File: src/rtl/sprite_pkg.sv
// Shared constants for the sprite fetch path:
// ROM layout, address/index widths, transparency.
package sprite_pkg;

  localparam int ADDR_W = 18;
  localparam int IDX_W  = 5;

  localparam logic [IDX_W-1:0] TRANSPARENT = '0;

  localparam logic [ADDR_W-1:0] CANNONBALL_BASE = 18'd0;
  localparam logic [ADDR_W-1:0] DEMO_R_RED_BASE = 18'd64;
  localparam logic [ADDR_W-1:0] DEMO_L_RED_BASE = 18'd490;
  localparam logic [ADDR_W-1:0] DEMO_R_BLU_BASE = 18'd916;
  localparam logic [ADDR_W-1:0] DEMO_L_BLU_BASE = 18'd1342;
  localparam logic [ADDR_W-1:0] BLANK_ADDR      = 18'd1706;
  localparam logic [ADDR_W-1:0] MAP1_BASE       = 18'd1707;
  localparam logic [ADDR_W-1:0] MAP2_BASE       = 18'd78507;

  function automatic logic [ADDR_W-1:0] map_base(input logic sel);
    return sel ? MAP2_BASE : MAP1_BASE;
  endfunction

endpackage

File: src/rtl/sprite_hit.sv
// Per-object range test and row-major offset
// into the object's sprite image.
module sprite_hit
  import sprite_pkg::*;
(
  input  logic              en,
  input  logic [9:0]        draw_x,
  input  logic [9:0]        draw_y,
  input  logic [9:0]        obj_x,
  input  logic [9:0]        obj_y,
  input  logic [5:0]        obj_w,
  input  logic [5:0]        obj_h,
  input  logic [ADDR_W-1:0] base,
  output logic              hit,
  output logic [ADDR_W-1:0] addr
);

  logic [10:0] w_x_end;
  logic [10:0] w_y_end;
  logic [9:0]  w_dx;
  logic [9:0]  w_dy;
  logic [15:0] w_prod;

  // 11-bit ends so objects near the right edge clip, not wrap
  assign w_x_end = {1'b0, obj_x} + {5'b0, obj_w};
  assign w_y_end = {1'b0, obj_y} + {5'b0, obj_h};

  assign hit = en
    && (draw_x >= obj_x)
    && ({1'b0, draw_x} < w_x_end)
    && (draw_y >= obj_y)
    && ({1'b0, draw_y} < w_y_end);

  assign w_dx   = draw_x - obj_x;
  assign w_dy   = draw_y - obj_y;
  assign w_prod = 16'(w_dy) * 16'(obj_w);

  assign addr = base
    + {2'b0, w_prod}
    + {8'b0, w_dx};

endmodule

File: src/rtl/sprite_fetch.sv
// Pixel address generator and compositor: one sprite
// and one background ROM read per pixel, 4-cycle latency.
module sprite_fetch
  import sprite_pkg::*;
#(
  parameter int N_OBJ = 4,
  parameter int MAP_W = 320
) (
  input  logic                  clock,
  input  logic                  reset,
  input  logic                  pixel_en,
  input  logic                  blank,
  input  logic [9:0]            draw_x,
  input  logic [9:0]            draw_y,
  input  logic                  map_sel,
  input  logic [N_OBJ-1:0]      obj_en,
  input  logic [N_OBJ*10-1:0]   obj_x,
  input  logic [N_OBJ*10-1:0]   obj_y,
  input  logic [N_OBJ*6-1:0]    obj_w,
  input  logic [N_OBJ*6-1:0]    obj_h,
  input  logic [N_OBJ*18-1:0]   obj_base,
  output logic [ADDR_W-1:0]     ram_addr,
  input  logic [IDX_W-1:0]      ram_q,
  output logic [IDX_W-1:0]      pix_idx,
  output logic                  pix_valid,
  output logic                  overrun
);

  localparam logic [1:0] S_IDLE  = 2'd0;
  localparam logic [1:0] S_SPR   = 2'd1;
  localparam logic [1:0] S_BG    = 2'd2;
  localparam logic [1:0] S_MERGE = 2'd3;

  logic [N_OBJ-1:0]  w_hit;
  logic [ADDR_W-1:0] w_addr [N_OBJ];
  logic              w_any;
  logic [ADDR_W-1:0] w_spr_addr;
  logic [ADDR_W-1:0] w_bg_addr;
  logic              w_accept;
  logic [1:0]        w_next;

  logic [1:0]        r_state;
  logic [ADDR_W-1:0] r_ram_addr;
  logic [ADDR_W-1:0] r_bg_addr;
  logic              r_hit_a;
  logic              r_hit_b;
  logic [IDX_W-1:0]  r_spr_q;
  logic              r_p1;
  logic              r_p2;
  logic              r_p3;
  logic [IDX_W-1:0]  r_pix_idx;
  logic              r_pix_valid;
  logic              r_ovr;

  for (genvar g = 0; g < N_OBJ; g++) begin : g_obj
    sprite_hit u_hit (
      .en     (obj_en[g]),
      .draw_x (draw_x),
      .draw_y (draw_y),
      .obj_x  (obj_x[g*10 +: 10]),
      .obj_y  (obj_y[g*10 +: 10]),
      .obj_w  (obj_w[g*6 +: 6]),
      .obj_h  (obj_h[g*6 +: 6]),
      .base   (obj_base[g*18 +: 18]),
      .hit    (w_hit[g]),
      .addr   (w_addr[g])
    );
  end

  // scan high to low so the lowest index wins
  always_comb begin
    w_any      = 1'b0;
    w_spr_addr = BLANK_ADDR;
    for (int i = N_OBJ - 1; i >= 0; i--) begin
      if (w_hit[i]) begin
        w_any      = 1'b1;
        w_spr_addr = w_addr[i];
      end
    end
  end

  assign w_bg_addr = map_base(map_sel)
    + 18'(draw_y[9:1]) * 18'(MAP_W)
    + 18'(draw_x[9:1]);

  assign w_accept = pixel_en && (r_state != S_SPR);

  always_comb begin
    w_next = r_state;
    unique case (r_state)
      S_IDLE:  w_next = w_accept ? S_SPR : S_IDLE;
      S_SPR:   w_next = S_BG;
      S_BG:    w_next = w_accept ? S_SPR : S_MERGE;
      S_MERGE: w_next = w_accept ? S_SPR : S_IDLE;
      default: w_next = S_IDLE;
    endcase
  end

  always_ff @(posedge clock) begin
    if (reset) begin
      r_state     <= S_IDLE;
      r_ram_addr  <= '0;
      r_bg_addr   <= '0;
      r_hit_a     <= 1'b0;
      r_hit_b     <= 1'b0;
      r_spr_q     <= '0;
      r_p1        <= 1'b0;
      r_p2        <= 1'b0;
      r_p3        <= 1'b0;
      r_pix_idx   <= '0;
      r_pix_valid <= 1'b0;
      r_ovr       <= 1'b0;
    end else begin
      r_state     <= w_next;
      r_p1        <= w_accept;
      r_p2        <= r_p1;
      r_p3        <= r_p2;
      r_pix_valid <= r_p3;
      if (pixel_en && r_state == S_SPR)
        r_ovr <= 1'b1;
      // no-hit pixels leave the address bus alone
      if (w_accept) begin
        r_hit_a   <= !blank && w_any;
        r_bg_addr <= blank ? BLANK_ADDR : w_bg_addr;
        if (blank)
          r_ram_addr <= BLANK_ADDR;
        else if (w_any)
          r_ram_addr <= w_spr_addr;
      end else if (r_state == S_SPR) begin
        r_ram_addr <= r_bg_addr;
      end
      if (r_p2) begin
        r_spr_q <= ram_q;
        r_hit_b <= r_hit_a;
      end
      if (r_p3)
        r_pix_idx <= (r_hit_b && r_spr_q != TRANSPARENT)
          ? r_spr_q : ram_q;
    end
  end

  assign ram_addr  = r_ram_addr;
  assign pix_idx   = r_pix_idx;
  assign pix_valid = r_pix_valid;
  assign overrun   = r_ovr;

endmodule

File: config.mk
export PLATFORM = sky130hd
export DESIGN_NAME = sprite_fetch
export DESIGN_NICKNAME = d
export VERILOG_FILES = /design/src/rtl/sprite_pkg.sv /design/src/rtl/sprite_hit.sv /design/src/rtl/sprite_fetch.sv
export SDC_FILE = /design/constraint.sdc
export NUM_CORES = 1
export LEC_CHECK = 0
export CORE_MARGIN = 8
export CORE_UTILIZATION = 50
export CTS_CLUSTER_DIAMETER = 40
export DETAILED_ROUTE_END_ITERATION = 6
export PLACE_DENSITY = 0.68
export SLEW_MARGIN = 10
export SYNTH_ARGS = -nofsm -noshare
export SYNTH_HDL_FRONTEND = slang
export SYNTH_HIERARCHICAL = 1
export SYNTH_SLANG_ARGS = --single-unit
File: constraint.sdc
create_clock -name clock -period 8.4 [get_ports clock]
set_input_delay 1.68 -clock clock [delete_from_list [all_inputs] [get_ports clock]]
set_output_delay 1.68 -clock clock [all_outputs]
set_load 0.05 [all_outputs]
==> results.cfg <==
[timing]
timing.final.ws_setup_ps = 419.9
worstMarginPinSlew_ps = 877.0
setup_viol = 0
slew_headroom_pct = 41.53
min_period_over_period_pct = 95.00
drv_slew = 0
fmax_ghz = 0.1253
finalHoldViolCount = 0
post-route-min-period_ps = 7980
finalClockSkew_ps = 3.880

[critical_path]
regToRegSetupSlack_ps = 6020
r2r_end = r_bg_addr[7]
cp_data_arrival_time_ps = 8140
crit_type = in2reg
end_kind = flip-flop
cp-endpoint = ram_addr[17]
reg2reg_from = r_state[1]
worstPathRequired_ps = 8560
start_kind = input port
critPathLaunch = obj_y[30]
crit_path_max_fanout = 6
worstRegToRegCells = 7

[logic_synthesis]
synthXorXnorAreaFrac_pct = 6.884
synth-compound-area-share_pct = 17.49
syn_area_um2 = 22650
ys_warn_count = 6
muxShareOfSynthArea_pct = 0.7182
syn_inst = 2805
synth_top_family_by_area = adder cells
ys_types = 84
synth_seq_cells = 55
synth_adder_area_share_pct = 42.25
synth-simple-area-share_pct = 19.15
yosysSeqAreaShare_pct = 4.862
async_flop_share_pct = 0
syn-num-nets = 3661
synth-main-ff-cell = dfxtp_1
avgSynthCellArea_um2 = 8.074
synth-edff-count = 0

[clocking]
cts_tree = yes
cts.sinks = 55
cts_max_path_buffers = 2
clk_latency_ps = 290
clockRootBuffer = clkbuf_16
post_cts_buffers = 0
cts_resized = 0
cts_made_buffers = 5
htree_levels = 2
clk_pin_slew_worst_paths_ps = 70
postCtsHoldBufs = 0

[final_layout]
syn_to_final_growth_pct = 19.13
num-nets-final = 3989
stdcell_area_um2 = 26980
drive_above_1_share_pct = 5.807
n_antenna_cell = 0

[floorplanning]
start_util_pct = 50.23
core-area_um2 = 45090
fp.dieArea_um2 = 52360
dieWidth_um = 228.8
die_h_um = 228.8
pin_count = 259
num_rows = 78

[power]
peakVddDrop_mv = 0.3634
power_density_nw_per_um2 = 398.9
power_leakage_nw = 13.16

[hold_path]
holdPathStages = 1
hold_path.class = reg2reg

[run_status]
status = finished clean

[drt]
via_per_inst = 5.608
wl_per_cell_um = 18.61
antenna_left = 0
drcViolationCount = 0
drt-initial-drc-count = 1468
dr.pass1.iters = 5
vias = 20940
drt-total-wl_um = 69480

[grt]
grt_use_total_pct = 25.66
grt_first_pass_wirelength_um = 110700
antenna_found_initial = 1
grt_start_max_net_pins = 58
grt_pass1_vias = 21140
grt_overflow = 0

[placement]
preCtsSetupSlack_ps = -149.2
io_buffers = 258
gp_congestion = 0.9585
placed_area_um2 = 26760
hpwl_um = 60170

[run]
maxCapViolations = 0
## critical path, stage by stage
cell and delay, ps:
clkdlybuf4s50_1 460, ha_1 240, fa_1 380, nand2b_1 160
a21oi_1 210, a21o_1 150, a21oi_1 70, xnor2_1 130
buf_4 150, and2_1 170, fa_1 520, fa_1 430
fa_1 500, inv_1 50, fa_1 480, inv_1 40
ha_1 290, a21o_1 180, a21o_1 180, a21oi_2 140
o21ai_2 70, or4b_1 500, and3_1 250, a221oi_1 270
o31ai_1 100, a221oi_1 260, nor3_1 80
## cells by family after synthesis
| logic type | count (synthesis) |
|---|---|
| and+or+nand+nor | 851 |
| adders and majority gates | 622 |
| AOI/OAI and AO/OA | 572 |
| buffers and inverters | 511 |
| xor gates and xnor gates | 178 |
| DFF | 55 |
| muxes | 16 |
## cells in the mapped netlist, types with 9 or more instances
cell type | number | share of area, %
or3_1 | 9 | 0.25
a31oi_1 | 10 | 0.28
xor2_1 | 54 | 2.1
o21ai_1 | 21 | 0.46
o211ai_1 | 9 | 0.30
fa_1 | 238 | 21
nand3_1 | 28 | 0.62
inv_1 | 452 | 7.5
ha_1 | 384 | 21
o22ai_1 | 10 | 0.28
o21ai_0 | 70 | 1.5
nor3_1 | 60 | 1.3
a211oi_1 | 29 | 0.96
a222oi_1 | 12 | 0.53
clkbuf_1 | 44 | 0.73
mux2i_1 | 14 | 0.62
nand2b_1 | 47 | 1.3
o31ai_1 | 19 | 0.63
nand4_1 | 27 | 0.75
nor2b_1 | 88 | 2.4
a221oi_1 | 20 | 0.77
and3_1 | 11 | 0.30
a21o_1 | 64 | 2.1
xnor2_1 | 124 | 4.8
a21oi_1 | 145 | 3.2
a211o_1 | 10 | 0.39
nor2_1 | 174 | 2.9
o21a_1 | 30 | 0.99
nand2_1 | 222 | 3.7
and2_1 | 131 | 3.6
o311ai_0 | 14 | 0.54
a311oi_1 | 11 | 0.43
o21bai_1 | 14 | 0.46
dfxtp_1 | 55 | 4.9
## sequential cells by signal, indices dropped and copies added (netlist names)
| signal | flops |
|---|---|
| overrun | 1 |
| r_hit_a | 1 |
| r_bg_addr | 18 |
| r_p2 | 1 |
| r_hit_b | 1 |
| r_spr_q | 5 |
| r_p3 | 1 |
| r_state | 2 |
| pix_valid | 1 |
| pix_idx | 5 |
| r_p1 | 1 |
| ram_addr | 18 |
## how the worst min path moves through the flow
stage / endpoint / slack, ps / startpoint
final: r_p2 / 440 / r_p1
after CTS: r_p2 / 440 / r_p1
after detailed placement: r_p2 / 430 / r_p1
after floorplan: r_p2 / 410 / r_p1
after global placement: r_p2 / 420 / r_p1
after global routing: r_p2 / 470 / r_p1
## placed cells by master (no fill, tap or decap), drive strengths merged, types with 98 or more instances in the layout
cell / synthesis / final
a21oi: 149 / 149
and2: 131 / 131
buf: 14 / 123
clkdlybuf4s50: 0 / 255
fa: 238 / 238
ha: 384 / 384
inv: 452 / 453
nand2: 222 / 222
nor2: 174 / 174
o21ai: 98 / 98
xnor2: 124 / 124
## per-layer routing
layer | track usage, % | wire (µm)
met3 | 3.127 | 4346
met5 | 0 | 13
met1 | 34.54 | 31050
met4 | 7.950 | 2584
met2 | 42.57 | 31480
## cell type report
class | instances | area, µm²
Clock buffer | 6 | 128.9
Clock inverter | 2 | 16.27
Fill cell | 4118 | 18110
Inverter | 452 | 1697
Multi-Input combinational cell | 2239 | 19680
Sequential cell | 55 | 1101
Tap cell | 600 | 750.7
Timing Repair Buffer | 380 | 3611
## stage by stage
stage / instances / utilization (%) / hold WS, ps / TNS (ps) / power [mW]
2_1_floorplan: 2805 / - / 413.8 / 0 / 7.060
3_3_place_gp: 3726 / 59.35 / 422.7 / -129.0 / 10.26
5_1_grt: 3734 / 59.84 / 470.7 / -52.52 / 11.94
4_1_cts: 3734 / 59.68 / 443.1 / 0 / 10.70
3_5_place_dp: 3726 / 59.35 / 426.6 / -591.3 / 10.43
6_report: 3734 / 59.84 / 438.3 / 0 / 10.76
## power breakdown
part / internal [mW] / switching [mW]
clock: 0.112 / 0.0960
sequential: 0.305 / 0.0230
combinational: 4.62 / 5.60
Power figures use the tool's default switching activity.
